[src/rtl/wb_arbiter_if.sv]
// ---------------------------------------------------------------------------
// wb_arbiter_if
//
// Purpose: groups the writeback request, hazard-query and register-file
// write-port signals of wb_arbiter into one bundle.
//
// Handshake: the ALU writeback (alu_valid/alu_rd/alu_data) has no ready and
// is always taken in the cycle it is presented. A memory writeback transfers
// on a rising clock edge where mem_valid && mem_ready are both high. The
// requester must hold mem_valid/mem_rd/mem_data stable until that edge, and
// mem_ready never depends on mem_valid.
//
// Signal summary:
//   alu_valid/alu_rd/alu_data  ALU writeback request          (master -> slave)
//   mem_valid/mem_rd/mem_data  memory writeback request       (master -> slave)
//   mem_ready                  memory request accepted        (slave -> master)
//   rs1/rs2                    decode source indices to query (master -> slave)
//   rs1_pending/rs2_pending    live queued write targets rsN  (slave -> master)
//   WE3/AD3/WD3                registered register-file write (slave -> master)
//   fifo_level                 occupied queue entries         (slave -> master)
//   fwd1_hit/fwd2_hit          WD3 usable as rsN bypass       (WB_FORWARD_EN only)
//
// Optional feature macro: WB_FORWARD_EN adds fwd1_hit/fwd2_hit.
// ---------------------------------------------------------------------------
interface wb_arbiter_if #(
    parameter int ADDRESS_WIDTH = 5,
    parameter int DATA_WIDTH    = 32,
    parameter int FIFO_DEPTH    = 4
);
    localparam int LVL_W = $clog2(FIFO_DEPTH) + 1;

    logic                     alu_valid;
    logic [ADDRESS_WIDTH-1:0] alu_rd;
    logic [DATA_WIDTH-1:0]    alu_data;

    logic                     mem_valid;
    logic                     mem_ready;
    logic [ADDRESS_WIDTH-1:0] mem_rd;
    logic [DATA_WIDTH-1:0]    mem_data;

    logic [ADDRESS_WIDTH-1:0] rs1;
    logic [ADDRESS_WIDTH-1:0] rs2;
    logic                     rs1_pending;
    logic                     rs2_pending;

    logic                     WE3;
    logic [ADDRESS_WIDTH-1:0] AD3;
    logic [DATA_WIDTH-1:0]    WD3;
    logic [LVL_W-1:0]         fifo_level;

`ifdef WB_FORWARD_EN
    logic                     fwd1_hit;
    logic                     fwd2_hit;

    // CPU side: issues writebacks and queries hazards.
    modport master (
        output alu_valid, alu_rd, alu_data,
        output mem_valid, mem_rd, mem_data,
        output rs1, rs2,
        input  mem_ready, rs1_pending, rs2_pending,
        input  WE3, AD3, WD3, fifo_level,
        input  fwd1_hit, fwd2_hit
    );

    // Arbiter side.
    modport slave (
        input  alu_valid, alu_rd, alu_data,
        input  mem_valid, mem_rd, mem_data,
        input  rs1, rs2,
        output mem_ready, rs1_pending, rs2_pending,
        output WE3, AD3, WD3, fifo_level,
        output fwd1_hit, fwd2_hit
    );
`else
    // CPU side: issues writebacks and queries hazards.
    modport master (
        output alu_valid, alu_rd, alu_data,
        output mem_valid, mem_rd, mem_data,
        output rs1, rs2,
        input  mem_ready, rs1_pending, rs2_pending,
        input  WE3, AD3, WD3, fifo_level
    );

    // Arbiter side.
    modport slave (
        input  alu_valid, alu_rd, alu_data,
        input  mem_valid, mem_rd, mem_data,
        input  rs1, rs2,
        output mem_ready, rs1_pending, rs2_pending,
        output WE3, AD3, WD3, fifo_level
    );
`endif

endinterface

[src/rtl/wb_arbiter.sv]
// ---------------------------------------------------------------------------
// wb_arbiter
//
// Purpose: write-side controller for the CPU register file write port
// (AD3/WD3/WE3). Single-cycle ALU results and variable-latency load results
// share the one write port. ALU results always win the port. Load results
// that cannot issue immediately wait in a small in-order queue. Writes to x0
// are dropped, and decode is told which source registers still have a live
// queued write outstanding.
//
// Ports:
//   clk   clock, all state updates on the rising edge
//   rst   synchronous active-high reset
//   bus   wb_arbiter_if.slave (see the interface for the signal list)
//
// Selection each cycle, highest priority first:
//   1. ALU request                  -> issue ALU write
//   2. queue not empty              -> pop head (write only if live, rd != 0)
//   3. memory request, queue empty  -> bypass straight to the write port
//   4. nothing                      -> WE3 = 0, AD3/WD3 hold
//
// Each queue slot carries a "dead" bit. An ALU write to rd kills every queued
// write to the same rd, so a younger ALU result is never overwritten by an
// older load. Dead slots still drain through the port as WE3 = 0 cycles,
// which keeps the queue a plain ring buffer.
//
// Optional feature macro: WB_FORWARD_EN. When defined, fwd1_hit/fwd2_hit flag
// that the write currently on WE3/AD3/WD3 targets rs1/rs2. Decode can then
// take WD3 instead of the stale register-file read.
// ---------------------------------------------------------------------------
module wb_arbiter #(
    parameter int ADDRESS_WIDTH = 5,
    parameter int DATA_WIDTH    = 32,
    parameter int FIFO_DEPTH    = 4
) (
    input  logic        clk,
    input  logic        rst,
    wb_arbiter_if.slave bus
);

    localparam int                PTR_W    = $clog2(FIFO_DEPTH);
    localparam int                LVL_W    = PTR_W + 1;
    localparam logic [LVL_W-1:0]  FULL_LVL = LVL_W'(FIFO_DEPTH);

    // ---------------------------------------------------------------------
    // State
    // ---------------------------------------------------------------------
    logic [ADDRESS_WIDTH-1:0] rd_q   [FIFO_DEPTH];
    logic [ADDRESS_WIDTH-1:0] rd_d   [FIFO_DEPTH];
    logic [DATA_WIDTH-1:0]    data_q [FIFO_DEPTH];
    logic [DATA_WIDTH-1:0]    data_d [FIFO_DEPTH];
    logic [FIFO_DEPTH-1:0]    used_q, used_d;   // slot holds an entry
    logic [FIFO_DEPTH-1:0]    dead_q, dead_d;   // entry must not write
    logic [PTR_W-1:0]         wr_ptr_q, wr_ptr_d;
    logic [PTR_W-1:0]         rd_ptr_q, rd_ptr_d;
    logic [LVL_W-1:0]         count_q, count_d;

    logic                     we3_q, we3_d;
    logic [ADDRESS_WIDTH-1:0] ad3_q, ad3_d;
    logic [DATA_WIDTH-1:0]    wd3_q, wd3_d;

    // ---------------------------------------------------------------------
    // Decisions for this cycle
    // ---------------------------------------------------------------------
    logic full;
    logic empty;
    logic mem_acc;     // memory handshake completes this edge
    logic sel_pop;     // queue head owns the port
    logic sel_byp;     // memory request goes straight to the port
    logic push;        // accepted memory request enters the queue
    logic alu_kill;    // ALU write that shadows older queued writes
    logic push_dead;   // entry being pushed is already shadowed
    logic head_live;   // head slot would produce a real write

    always_comb begin
        full      = (count_q == FULL_LVL);
        empty     = (count_q == '0);
        mem_acc   = bus.mem_valid && !full;
        sel_pop   = !bus.alu_valid && !empty;
        sel_byp   = !bus.alu_valid && empty && bus.mem_valid;
        push      = mem_acc && !sel_byp;
        alu_kill  = bus.alu_valid && (bus.alu_rd != '0);
        // The ALU request is the younger instruction, so a same-rd load that
        // arrives in the same cycle must never reach the register file.
        push_dead = (bus.mem_rd == '0) || (alu_kill && (bus.mem_rd == bus.alu_rd));
        head_live = used_q[rd_ptr_q] && !dead_q[rd_ptr_q] && (rd_q[rd_ptr_q] != '0);
    end

    // ---------------------------------------------------------------------
    // Next-state
    // ---------------------------------------------------------------------
    always_comb begin
        rd_d     = rd_q;
        data_d   = data_q;
        used_d   = used_q;
        dead_d   = dead_q;
        wr_ptr_d = wr_ptr_q;
        rd_ptr_d = rd_ptr_q;
        we3_d    = 1'b0;
        ad3_d    = ad3_q;
        wd3_d    = wd3_q;

        // Kill shadowed entries. The head is included: it is never popped in
        // an ALU cycle, so it is still being held here.
        if (alu_kill) begin
            for (int i = 0; i < FIFO_DEPTH; i++) begin
                if (used_q[i] && (rd_q[i] == bus.alu_rd)) begin
                    dead_d[i] = 1'b1;
                end
            end
        end

        if (sel_pop) begin
            used_d[rd_ptr_q] = 1'b0;
            rd_ptr_d         = rd_ptr_q + PTR_W'(1);
        end

        // The push slot can never be the popped slot: a pop needs a non-empty
        // queue, and a push needs a non-full one, so the pointers differ.
        if (push) begin
            rd_d[wr_ptr_q]   = bus.mem_rd;
            data_d[wr_ptr_q] = bus.mem_data;
            used_d[wr_ptr_q] = 1'b1;
            dead_d[wr_ptr_q] = push_dead;
            wr_ptr_d         = wr_ptr_q + PTR_W'(1);
        end

        count_d = count_q + LVL_W'(push) - LVL_W'(sel_pop);

        if (bus.alu_valid) begin
            we3_d = (bus.alu_rd != '0);
            ad3_d = bus.alu_rd;
            wd3_d = bus.alu_data;
        end else if (sel_pop) begin
            // Dead heads still drive AD3/WD3 so the drain is visible.
            we3_d = head_live;
            ad3_d = rd_q[rd_ptr_q];
            wd3_d = data_q[rd_ptr_q];
        end else if (sel_byp) begin
            we3_d = (bus.mem_rd != '0);
            ad3_d = bus.mem_rd;
            wd3_d = bus.mem_data;
        end
    end

    // ---------------------------------------------------------------------
    // Registers
    // ---------------------------------------------------------------------
    always_ff @(posedge clk) begin
        if (rst) begin
            rd_q     <= '{default: '0};
            data_q   <= '{default: '0};
            used_q   <= '0;
            dead_q   <= '0;
            wr_ptr_q <= '0;
            rd_ptr_q <= '0;
            count_q  <= '0;
            we3_q    <= 1'b0;
            ad3_q    <= '0;
            wd3_q    <= '0;
        end else begin
            rd_q     <= rd_d;
            data_q   <= data_d;
            used_q   <= used_d;
            dead_q   <= dead_d;
            wr_ptr_q <= wr_ptr_d;
            rd_ptr_q <= rd_ptr_d;
            count_q  <= count_d;
            we3_q    <= we3_d;
            ad3_q    <= ad3_d;
            wd3_q    <= wd3_d;
        end
    end

    // ---------------------------------------------------------------------
    // Hazard query: only live queued writes count. The write currently on
    // the port is excluded, because the register file has no write-through.
    // ---------------------------------------------------------------------
    logic rs1_hit;
    logic rs2_hit;

    always_comb begin
        rs1_hit = 1'b0;
        rs2_hit = 1'b0;
        for (int i = 0; i < FIFO_DEPTH; i++) begin
            if (used_q[i] && !dead_q[i]) begin
                if (rd_q[i] == bus.rs1) rs1_hit = 1'b1;
                if (rd_q[i] == bus.rs2) rs2_hit = 1'b1;
            end
        end
    end

    // ---------------------------------------------------------------------
    // Outputs
    // ---------------------------------------------------------------------
    assign bus.mem_ready   = !full;
    assign bus.rs1_pending = rs1_hit && (bus.rs1 != '0);
    assign bus.rs2_pending = rs2_hit && (bus.rs2 != '0);
    assign bus.WE3         = we3_q;
    assign bus.AD3         = ad3_q;
    assign bus.WD3         = wd3_q;
    assign bus.fifo_level  = count_q;

`ifdef WB_FORWARD_EN
    assign bus.fwd1_hit = we3_q && (ad3_q == bus.rs1) && (bus.rs1 != '0);
    assign bus.fwd2_hit = we3_q && (ad3_q == bus.rs2) && (bus.rs2 != '0);
`endif

endmodule

[src/flat_wrapper.sv]
// flat-port wrapper written by rule: the top's interface ports become plain ports
module wb_arbiter_flat 
#(
    parameter int ADDRESS_WIDTH = 5,
    parameter int DATA_WIDTH    = 32,
    parameter int FIFO_DEPTH    = 4
)
  (clk, rst, bus_alu_valid, bus_alu_rd, bus_alu_data, bus_mem_valid, bus_mem_rd, bus_mem_data, bus_rs1, bus_rs2, bus_mem_ready, bus_rs1_pending, bus_rs2_pending, bus_WE3, bus_AD3, bus_WD3, bus_fifo_level);
  wb_arbiter_if #(.ADDRESS_WIDTH(ADDRESS_WIDTH), .DATA_WIDTH(DATA_WIDTH), .FIFO_DEPTH(FIFO_DEPTH)) bus_i ();
  input  logic clk;
  input  logic rst;
  input wire logic [$bits(bus_i.alu_valid)-1:0] bus_alu_valid;
  input wire logic [$bits(bus_i.alu_rd)-1:0] bus_alu_rd;
  input wire logic [$bits(bus_i.alu_data)-1:0] bus_alu_data;
  input wire logic [$bits(bus_i.mem_valid)-1:0] bus_mem_valid;
  input wire logic [$bits(bus_i.mem_rd)-1:0] bus_mem_rd;
  input wire logic [$bits(bus_i.mem_data)-1:0] bus_mem_data;
  input wire logic [$bits(bus_i.rs1)-1:0] bus_rs1;
  input wire logic [$bits(bus_i.rs2)-1:0] bus_rs2;
  output wire logic [$bits(bus_i.mem_ready)-1:0] bus_mem_ready;
  output wire logic [$bits(bus_i.rs1_pending)-1:0] bus_rs1_pending;
  output wire logic [$bits(bus_i.rs2_pending)-1:0] bus_rs2_pending;
  output wire logic [$bits(bus_i.WE3)-1:0] bus_WE3;
  output wire logic [$bits(bus_i.AD3)-1:0] bus_AD3;
  output wire logic [$bits(bus_i.WD3)-1:0] bus_WD3;
  output wire logic [$bits(bus_i.fifo_level)-1:0] bus_fifo_level;
  assign bus_i.alu_valid = bus_alu_valid;
  assign bus_i.alu_rd = bus_alu_rd;
  assign bus_i.alu_data = bus_alu_data;
  assign bus_i.mem_valid = bus_mem_valid;
  assign bus_i.mem_rd = bus_mem_rd;
  assign bus_i.mem_data = bus_mem_data;
  assign bus_i.rs1 = bus_rs1;
  assign bus_i.rs2 = bus_rs2;
  assign bus_mem_ready = bus_i.mem_ready;
  assign bus_rs1_pending = bus_i.rs1_pending;
  assign bus_rs2_pending = bus_i.rs2_pending;
  assign bus_WE3 = bus_i.WE3;
  assign bus_AD3 = bus_i.AD3;
  assign bus_WD3 = bus_i.WD3;
  assign bus_fifo_level = bus_i.fifo_level;
  wb_arbiter #(.ADDRESS_WIDTH(ADDRESS_WIDTH), .DATA_WIDTH(DATA_WIDTH), .FIFO_DEPTH(FIFO_DEPTH)) u_core (.clk(clk), .rst(rst), .bus(bus_i));
endmodule
[config.mk]
export PLATFORM = sky130hd
export DESIGN_NAME = wb_arbiter_flat
export DESIGN_NICKNAME = d
export VERILOG_FILES = /design/src/rtl/wb_arbiter_if.sv /design/src/rtl/wb_arbiter.sv /design/src/flat_wrapper.sv
export SDC_FILE = /design/constraint.sdc
export NUM_CORES = 1
export LEC_CHECK = 0
export CELL_PAD_IN_SITES_DETAIL_PLACEMENT = 0
export CELL_PAD_IN_SITES_GLOBAL_PLACEMENT = 1
export CORE_MARGIN = 10
export CORE_UTILIZATION = 35
export CTS_BUF_LIST = sky130_fd_sc_hd__clkbuf_4
export CTS_CLUSTER_SIZE = 28
export DETAILED_ROUTE_END_ITERATION = 12
export MAX_ROUTING_LAYER = met4
export PLACE_DENSITY = 0.68
export SYNTH_ARGS = -nofsm -noshare
export SYNTH_HDL_FRONTEND = slang
export SYNTH_SLANG_ARGS = --single-unit
[constraint.sdc]
create_clock -name clk -period 3 [get_ports clk]
set_clock_uncertainty 0.2 [all_clocks]
set_input_delay 0.45 -clock clk [delete_from_list [all_inputs] [get_ports clk]]
set_output_delay 0.45 -clock clk [all_outputs]
set_load 0.1 [all_outputs]
After elaboration in Yosys (flattened, before gate mapping)
Cells that the tools add are included.

word-level totals
  word-level logic and storage cells = 140
  output and inout port bits = 44
  input bits = 88
  bits in registers = 201

cells by class
  reduce and logical (&&, ||, !) cells = 40
  muxes and demuxes = 54
  bitwise logic cells = 5
  order comparisons = 7
  add/sub/neg operators = 4
  equal/unequal tests = 14

operators with widths
  cell                                                                                  number
  32-bit two-way mux                                                                    6
  128-bit bitwise mux                                                                   1
  5-bit == test                                                                         13
  32-bit binary-select mux with 2-bit select                                            1
  32-bit demux with 2-bit select                                                        1
  5-bit two-way mux                                                                     6
  1-bit two-way mux                                                                     27
  5-bit nonzero test                                                                    5
  1-bit logical AND                                                                     22
  20-bit bitwise mux                                                                    1
  4-bit two-way mux                                                                     4
  5-bit binary-select mux with 2-bit select                                             1
  5-bit demux with 2-bit select                                                         1
  1-bit logical NOT                                                                     9
  3-bit greater-or-equal comparator (second input constant)                             2
  2-bit by 3-bit < comparator with 1-bit output (second input constant)                 2
  2-bit inverter with 3-bit output                                                      2
  5-bit logical NOT                                                                     1
  2-bit by 1-bit adder with 2-bit output (second input constant)                        2
  4-bit bitwise AND                                                                     1
  1-bit binary-select mux with 2-bit select                                             2
  4-bit bitwise mux                                                                     1
  1-bit demux with 2-bit select                                                         2
  2-bit by 1-bit greater-or-equal comparator with 1-bit output (second input constant)  2
  other kinds (9)                                                                       9

Depth between registers and ports, before layout
Gate-level depths: netlist of the first run.

  depth after elaboration = 10
  mapped depth = 10
  mapped depth without buffers = 9

Worst setup path before layout of the first run
Ideal clock, no wire load.

  kind = input to output
  from = in bus_rs2[3]
  to = out bus_rs2_pending
  arrival time = 2.826 ns
  path buffers = 1
  data required time = 2.350 ns
  cell stages on the path = 6
  slack = -0.476 ns
  path through = clkbuf_1 inv_1 a221o_1 nor4_1 nor4_1 a21oi_1

between the ends
  word-level cells in the longest chain between the ends = 10
  elaborated cells between the ends (all ways) = 14
  those cells by class = 4 x eq/ne; 8 x mux; 2 x reduce/logical

RTL lines
  what                 line                RTL
  start: declaration   flat_wrapper.sv:19  input wire logic [$bits(bus_i.rs2)-1:0] bus_rs2;
  5-bit == test        wb_arbiter.sv:188   if (rd_q[i] == bus.rs2) rs2_hit = 1'b1;
  1-bit two-way mux    wb_arbiter.sv:188
  1-bit two-way mux    wb_arbiter.sv:186   if (used_q[i] && !dead_q[i]) begin
  1-bit two-way mux    wb_arbiter.sv:188
  1-bit two-way mux    wb_arbiter.sv:186
  1-bit two-way mux    wb_arbiter.sv:188
  1-bit two-way mux    wb_arbiter.sv:186
  1-bit two-way mux    wb_arbiter.sv:188
  1-bit two-way mux    wb_arbiter.sv:186
  1-bit logical AND *  wb_arbiter.sv:198   assign bus.rs2_pending = rs2_hit && (bus.rs2 != '0);
  end: declaration     flat_wrapper.sv:22  output wire logic [$bits(bus_i.rs2_pending)-1:0] bus_rs2_pending;

Every way passes the cells marked *; elsewhere a longest branch is shown, timed or not.

Final worst setup path of the first run
  from = reg u_core.rd_q[17] (netlist name)
  to = out bus_rs2_pending

between the ends
  word-level cells in the longest chain between the ends = 10

RTL lines
  what                      line               RTL
  start: declaration        wb_arbiter.sv:48   logic [ADDRESS_WIDTH-1:0] rd_q [FIFO_DEPTH];
  start signal: assignment  wb_arbiter.sv:162  rd_q <= rd_d;
  5-bit == test *           wb_arbiter.sv:188
  1-bit two-way mux *       wb_arbiter.sv:188
  1-bit two-way mux *       wb_arbiter.sv:186
  1-bit two-way mux         wb_arbiter.sv:188
  1-bit two-way mux *       wb_arbiter.sv:186
  1-bit two-way mux         wb_arbiter.sv:188
  1-bit two-way mux *       wb_arbiter.sv:186
  1-bit two-way mux         wb_arbiter.sv:188
  1-bit two-way mux *       wb_arbiter.sv:186
  1-bit logical AND *       wb_arbiter.sv:198

Marks and branches as above.

==> results.py, run 1 <==
metrics = {
    "logic_synthesis": {
        "synth_top_area_share": 0.4089,
        "async_reset_ff_frac": 0,
        "synth-edff-count": 0,
        "synth_cells": 1033,
        "synth_top_family_by_area": "multiplexers",
        "postSynthRegisterBits": 201,
        "synth_nets": 1132,
        "ys_types": 36,
        "yosysMostFrequentCell": "nor2_1",
        "synth_xor_area_frac": 0.05963,
        "synth_area_um2": 9841,
        "yosys.area_share.adder": 0.01475,
        "ys_top_cells_by_count": "nor2_1 (238), dfxtp_1 (201), mux2i_1 (148), clkbuf_1 (58), nor3_1 (53)",
        "synth_compound_area_frac": 0.06802,
        "yosys_most_used_dff": "dfxtp_1",
        "synth_simple_gate_area_frac": 0.1402,
        "synth_area_leaders": "dfxtp_1 (41%), mux2i_1 (15%), nor2_1 (9.1%), mux4_2 (6.4%), a311oi_1 (3.3%)",
        "synthMuxAreaShare": 0.2413,
        "ys_warn_count": 0,
        "synth_top_cell_by_area": "dfxtp_1",
        "synth.yosys.seq_area_share": 0.4089,
        "synth.avg_cell_area_um2": 9.526,
    },
    "route": {
        "wl_um": 27540,
        "wl_per_cell_um": 17.39,
        "drt_pass1_iterations": 4,
        "vias": 7772,
        "drtIter0Drc": 332,
        "vias_per_cell": 4.910,
        "drc": 0,
        "drtAntennaViolNets": 0,
    },
    "global_routing": {
        "grt_first_pass_wirelength_um": 44300,
        "grt_pass1_vias": 7992,
        "grt_max_degree": 94,
        "antenna_found_initial": 2,
        "grtUsageTotal": 0.1576,
        "overflow": 0,
    },
    "floorplan": {
        "fp.dieArea_um2": 35220,
        "rows": 61,
        "core_um2": 27780,
        "ios": 132,
        "die_height_um": 187.7,
        "die_x_um": 187.7,
        "initial_utilization": 0.3542,
    },
    "place": {
        "place_area_um2": 11410,
        "portBuffers": 131,
        "gp_congestion": 0.8492,
        "dp_hpwl_um": 17950,
        "dp_slack_ns": 0.2979,
    },
    "job": {
        "max_cap_viol_count": 0,
    },
    "clocking": {
        "cts.root.buffer_cell": "clkbuf_4",
        "cts.path.max_buffers": 3,
        "post_cts_buffers": 0,
        "cts_buffers": 57,
        "cts_tree": "done",
        "clk_latency_ns": 0.66,
        "cts_sinks": 201,
        "htreeDepth": 2,
        "clk_pin_slew_ns": 0.06,
    },
    "cells_and_area": {
        "fin_nets": 1262,
        "drive_above_1_share": 0.1779,
        "stdcell_area_um2": 12170,
        "area_delta_synth_final_pct": 23.66,
    },
    "timing": {
        "relSlewSlack": 0.6690,
        "hold_violations": 0,
        "fin_ws_ns": 0.1601,
        "setup-violations-final": 0,
        "rsz0062_at_grt": "no",
        "whs_ns": 0.2166,
        "finalCritPeriodShare": 0.9466,
        "final_max_slew_viol_count": 0,
        "setup_tns_ns": 0,
        "fmax_mhz": 352.1,
        "period_minus_slack_ns": 2.840,
        "worst_slew_pin_slew_ns": 0.4964,
    },
    "pwr": {
        "p_int_mw": 5.740,
        "pwr_density_cell_nw_per_um2": 792.1,
        "swShare": 0.4045,
        "p_clk_frac": 0.256,
        "p_comb_frac": 0.408,
        "irDropWorstVdd_mv": 0.5715,
        "p_seq_frac": 0.337,
        "switchingPower_mw": 3.899,
        "leakagePower_nw": 4.680,
    },
    "worst_setup_path": {
        "required_ns": 2.35,
        "timing.setup.critical_path_class": "reg -> out",
        "crit_buf_inv": 2,
        "cp-start-kind": "flip-flop",
        "crit_path_max_incr_delay_ns": 0.40,
        "ff2ff_setup_slack_ns": 0.57,
        "crit_fanout": 5,
        "critical-path-top-delay-family": "compound AO/OA/AOI/OAI gates",
        "critPathCaptureType": "output port",
        "crit_chain": "inv_1 -> a221o_1 -> nor4_2 -> nor4_1 -> a21oi_2 -> buf_12",
        "cp_data_arrival_time_ns": 2.19,
        "crit_path_top_delay_cell": "dfxtp_2",
    },
    "min_path": {
        "hp-class": "in -> reg",
    },
    "run_status": {
        "status": "finished, final reports clean",
    },
}
[power by group through the flow]
stage,logic (mW),registers [mW],clock network [mW]
after global placement,3.94,3.29,0
after floorplan,2.20,4.11,0
after CTS,3.98,3.24,2.60
after detailed placement,3.97,3.30,0
final,3.93,3.24,2.46
after global routing,4.28,3.29,2.73
[timing repair]
item	in CTS	in global routing
endpoints found under the hold margin	38	0
hold buffers	2	0
gates resized for setup	0	3
setup endpoints to repair	0	1
[worst min-delay path, stage by stage]
cell             delay [ns]
clkdlybuf4s50_1        0.41
a21oi_1                0.12
nor3_1                 0.05
[path summary, 6_finish.rpt]
check / start / to / cells past startpoint
setup / recovery: u_core.rd_q[17]$_SDFFE_PP0P_ / bus_rs2_pending / 6
hold / removal: bus_alu_data[30] / u_core.bus.WD3[30]$_SDFFE_PP0P_ / 3
setup reg to reg: u_core.bus.fifo_level[2]$_SDFF_PP0_ / u_core.bus.fifo_level[2]$_SDFF_PP0_ / 10
hold reg to reg: u_core.data_q[93]$_SDFFE_PP0P_ / u_core.data_q[93]$_SDFFE_PP0P_ / 2
[placed cells by master (no fill, tap or decap), types with 2 or more instances in the layout]
cell             instances
diode_2                  2
clkbuf_4                91
mux2i_1                148
a21oi_2                  2
dlygate4sd3_1            2
nor2b_1                  2
buf_12                  11
mux4_2                  28
dfxtp_1                195
nor4_1                   6
xor2_1                  30
nor3_1                  53
a21oi_1                 46
clkdlybuf4s50_1         84
mux4_1                  10
and3_2                   4
buf_4                   63
nand4_1                  7
a41oi_1                  4
nand2b_1                 3
inv_2                    2
a311oi_1                37
xnor2_1                 37
ha_1                    10
o21ai_1                  2
nor2_1                 238
clkinv_1                 5
inv_1                   49
or4_1                    2
a21o_1                   4
nand2_1                  8
dfxtp_2                  6
[state kept, by name, summed over array words and instances, names as in the netlist]
| name | cells |
|---|---|
| u_core.bus.AD3 | 5 |
| u_core.bus.WD3 | 32 |
| u_core.bus.WE3 | 1 |
| u_core.bus.fifo_level | 3 |
| u_core.data_q | 128 |
| u_core.dead_q | 4 |
| u_core.rd_ptr_q | 2 |
| u_core.rd_q | 20 |
| u_core.used_q | 4 |
| u_core.wr_ptr_q | 2 |
[kinds of logic (layout without fill, tap and decap cells)]
| family | after synthesis | after routing |
|---|---|---|
| other | 0 | 2 |
| DFF | 201 | 201 |
| buffers and inverters | 140 | 310 |
| and+or+nand+nor | 329 | 329 |
| xor gates and xnor gates | 67 | 67 |
| muxes | 186 | 186 |
| AOI/OAI and AO/OA | 99 | 99 |
| adders and majority gates | 11 | 11 |
[metal layers]
layer,wire length (µm),vias up,GRT usage
li1,-,3879,-
met1,13160,3694,0.1994
met2,12720,165,0.2473
met3,1234,34,0.03636
met4,424,0,0.04400
met5,0,-,-
[area by class of cell]
class	count	area, µm²
Clock inverter	8	31.28
Clock buffer	91	683.2
Tap cell	378	473.0
Timing Repair Buffer	162	1570
Sequential cell	201	4031
Inverter	49	183.9
Fill cell	2782	15610
Multi-Input combinational cell	692	5191
Antenna cell	2	5.005
[through the flow]
stage          power (mW)  utilization  std cells
2_1_floorplan       6.309            -       1033
3_3_place_gp        7.233       0.4109       1480
3_5_place_dp        7.268       0.4109       1480
4_1_cts             9.818       0.4373       1581
5_1_grt             10.29       0.4380       1583
6_report            9.639       0.4380       1583
No activity file was read; power rests on OpenSTA's default activity.
==> run 2: changes to the inputs <==
==> constraint.sdc (replaced) <==
create_clock -name clk -period 3 [get_ports clk]
set_clock_uncertainty 0.2 [all_clocks]
set_input_delay 0.6 -clock clk [delete_from_list [all_inputs] [get_ports clk]]
set_output_delay 0.6 -clock clk [all_outputs]
set_load 0.1 [all_outputs]
==> run 2 against run 1 <==
Critical path depth is 2 higher. Core utilization increased by 0.23 points. Sequential share of layout area hardly changed. Largest cell class unchanged. Largest power group unchanged. Highest routed layer unchanged.
==> results.py, run 2 (same netlist as run 1, synthesis figures left out) <==
metrics = {
    "run_status": {
        "status": "finished, final reports clean",
    },
    "floorplan": {
        "initial_utilization": 0.3542,
        "core_um2": 27780,
        "fp.dieArea_um2": 35220,
        "rows": 61,
        "ios": 132,
        "die_height_um": 187.7,
        "die_x_um": 187.7,
    },
    "job": {
        "max_cap_viol_count": 0,
    },
    "global_routing": {
        "grt_first_pass_wirelength_um": 44490,
        "grt_pass1_vias": 7984,
        "overflow": 0,
        "antenna_found_initial": 2,
        "grt_max_degree": 79,
        "grtUsageTotal": 0.1587,
    },
    "worst_setup_path": {
        "cp-start-kind": "input port",
        "timing.setup.critical_path_class": "in -> out",
        "critPathCaptureType": "output port",
        "required_ns": 2.20,
        "crit_fanout": 4,
        "cp_data_arrival_time_ns": 2.10,
    },
    "route": {
        "wl_per_cell_um": 17.43,
        "drt_pass1_iterations": 4,
        "vias": 7841,
        "drtAntennaViolNets": 0,
        "drtIter0Drc": 296,
        "drc": 0,
        "wl_um": 27670,
        "vias_per_cell": 4.941,
    },
    "place": {
        "dp_hpwl_um": 18110,
        "gp_congestion": 0.8280,
        "portBuffers": 131,
        "dpl.cell_count": 1486,
    },
    "pwr": {
        "irDropWorstVdd_mv": 0.4281,
        "swShare": 0.4044,
        "p_comb_frac": 0.409,
        "p_clk_frac": 0.257,
        "switchingPower_mw": 3.924,
        "leakagePower_nw": 4.787,
        "pwr_density_cell_nw_per_um2": 793.2,
        "p_int_mw": 5.779,
        "p_seq_frac": 0.334,
    },
    "timing": {
        "worst_slew_pin_slew_ns": 0.6282,
        "fmax_mhz": 344.8,
        "rsz0062_at_grt": "no",
        "hold_violations": 0,
        "final_max_slew_viol_count": 0,
        "period_minus_slack_ns": 2.900,
        "setup_tns_ns": 0,
        "relSlewSlack": 0.5812,
        "setup-violations-final": 0,
        "finalCritPeriodShare": 0.9667,
    },
    "cells_and_area": {
        "final_util": 0.4403,
        "fillers": 2843,
        "fin_nets": 1266,
        "final_cell_mix": "nor2_1 (238), dfxtp_1 (182), mux2i_1 (148), clkbuf_4 (92), clkdlybuf4s50_1 (76)",
        "area_delta_synth_final_pct": 24.31,
        "final_cells": 1587,
        "final_common_cell": "nor2_1",
        "drive_above_1_share": 0.1930,
        "largest_reg_flops": 128,
        "largest-register": "u_core.data_q",
    },
    "min_path": {
        "hp-class": "in -> reg",
    },
    "clocking": {
        "cts_tree": "done",
        "holdBufCountCts": 0,
        "cts.root.buffer_cell": "clkbuf_4",
        "clk_pin_slew_ns": 0.06,
        "post_cts_buffers": 0,
        "cts_sinks": 201,
        "clk_latency_ns": 0.65,
        "cts_buffers": 57,
        "cts.path.max_buffers": 3,
        "htreeDepth": 2,
    },
}
-- run 2: worst paths after layout --
kind	startpoint	end	slack (ns)	cells after the start
worst min register to register	u_core.data_q[17]$_SDFFE_PP0P_	u_core.data_q[17]$_SDFFE_PP0P_	0.29	2
worst max register to register	u_core.bus.fifo_level[2]$_SDFF_PP0_	u_core.bus.fifo_level[2]$_SDFF_PP0_	0.70	9
worst min-delay path	bus_mem_valid	u_core.wr_ptr_q[1]$_SDFFE_PP0N_	0.18	4
worst max-delay path	bus_rs2[3]	bus_rs2_pending	0.1	8
-- run 2: power groups by stage --
stage                     Sequential (mW)  Clock (mW)  Combinational, mW
after detailed placement             3.29           0               4.02
after CTS                            3.24        2.62               4.03
after global placement               3.29           0               3.98
after global routing                 3.28        2.78               4.31
final                                3.24        2.49               3.97
after floorplan                      4.11           0               2.20
-- run 2: repair_timing --
| action | in CTS | in global routing |
|---|---|---|
| pin swaps | 2 | 0 |
| endpoints found under the setup margin | 1 | 2 |
| gates resized for setup | 2 | 23 |
-- run 2: final cells by class --
cell class | instances | area, µm² | area share
Clock inverter | 7 | 26.28 | 0.002148
Multi-Input combinational cell | 692 | 5191 | 0.4244
Inverter | 49 | 183.9 | 0.01504
Tap cell | 378 | 473.0 | 0.03866
Sequential cell | 201 | 4048 | 0.3309
Clock buffer | 92 | 690.7 | 0.05646
Timing Repair Buffer | 166 | 1615 | 0.1320
Antenna cell | 2 | 5.005 | 0.0004091
-- run 2: worst max-delay path: stages --
cell	delay, ns
clkdlybuf4s50_1	0.48
buf_4	0.14
xnor2_1	0.11
nand4_1	0.10
nor3_1	0.20
nor4_1	0.10
a21oi_2	0.16
buf_12	0.19
-- run 2: layer usage --
metal	up-vias	GRT usage	wire length, µm	part of all wire
li1	3880	-	-	-
met3	55	0.03562	1429	0.052
met5	-	-	0	0
met4	0	0.05169	617	0.022
met1	3703	0.2015	13100	0.47
met2	203	0.2458	12520	0.45
-- run 2: stage by stage --
step                area [µm²]  setup WS (ns)  power (mW)  hold slack, ns
global placement         11460        0.01640       7.264          0.2656
detailed placement       11460       0.005173       7.305          0.2771
finish                   12230        0.09993       9.704          0.1755
floorplan                 9852        -0.1520       6.309          0.2514
CTS                      12180       0.008386       9.885         0.08788
global route             12230       0.009206       10.37          0.1291
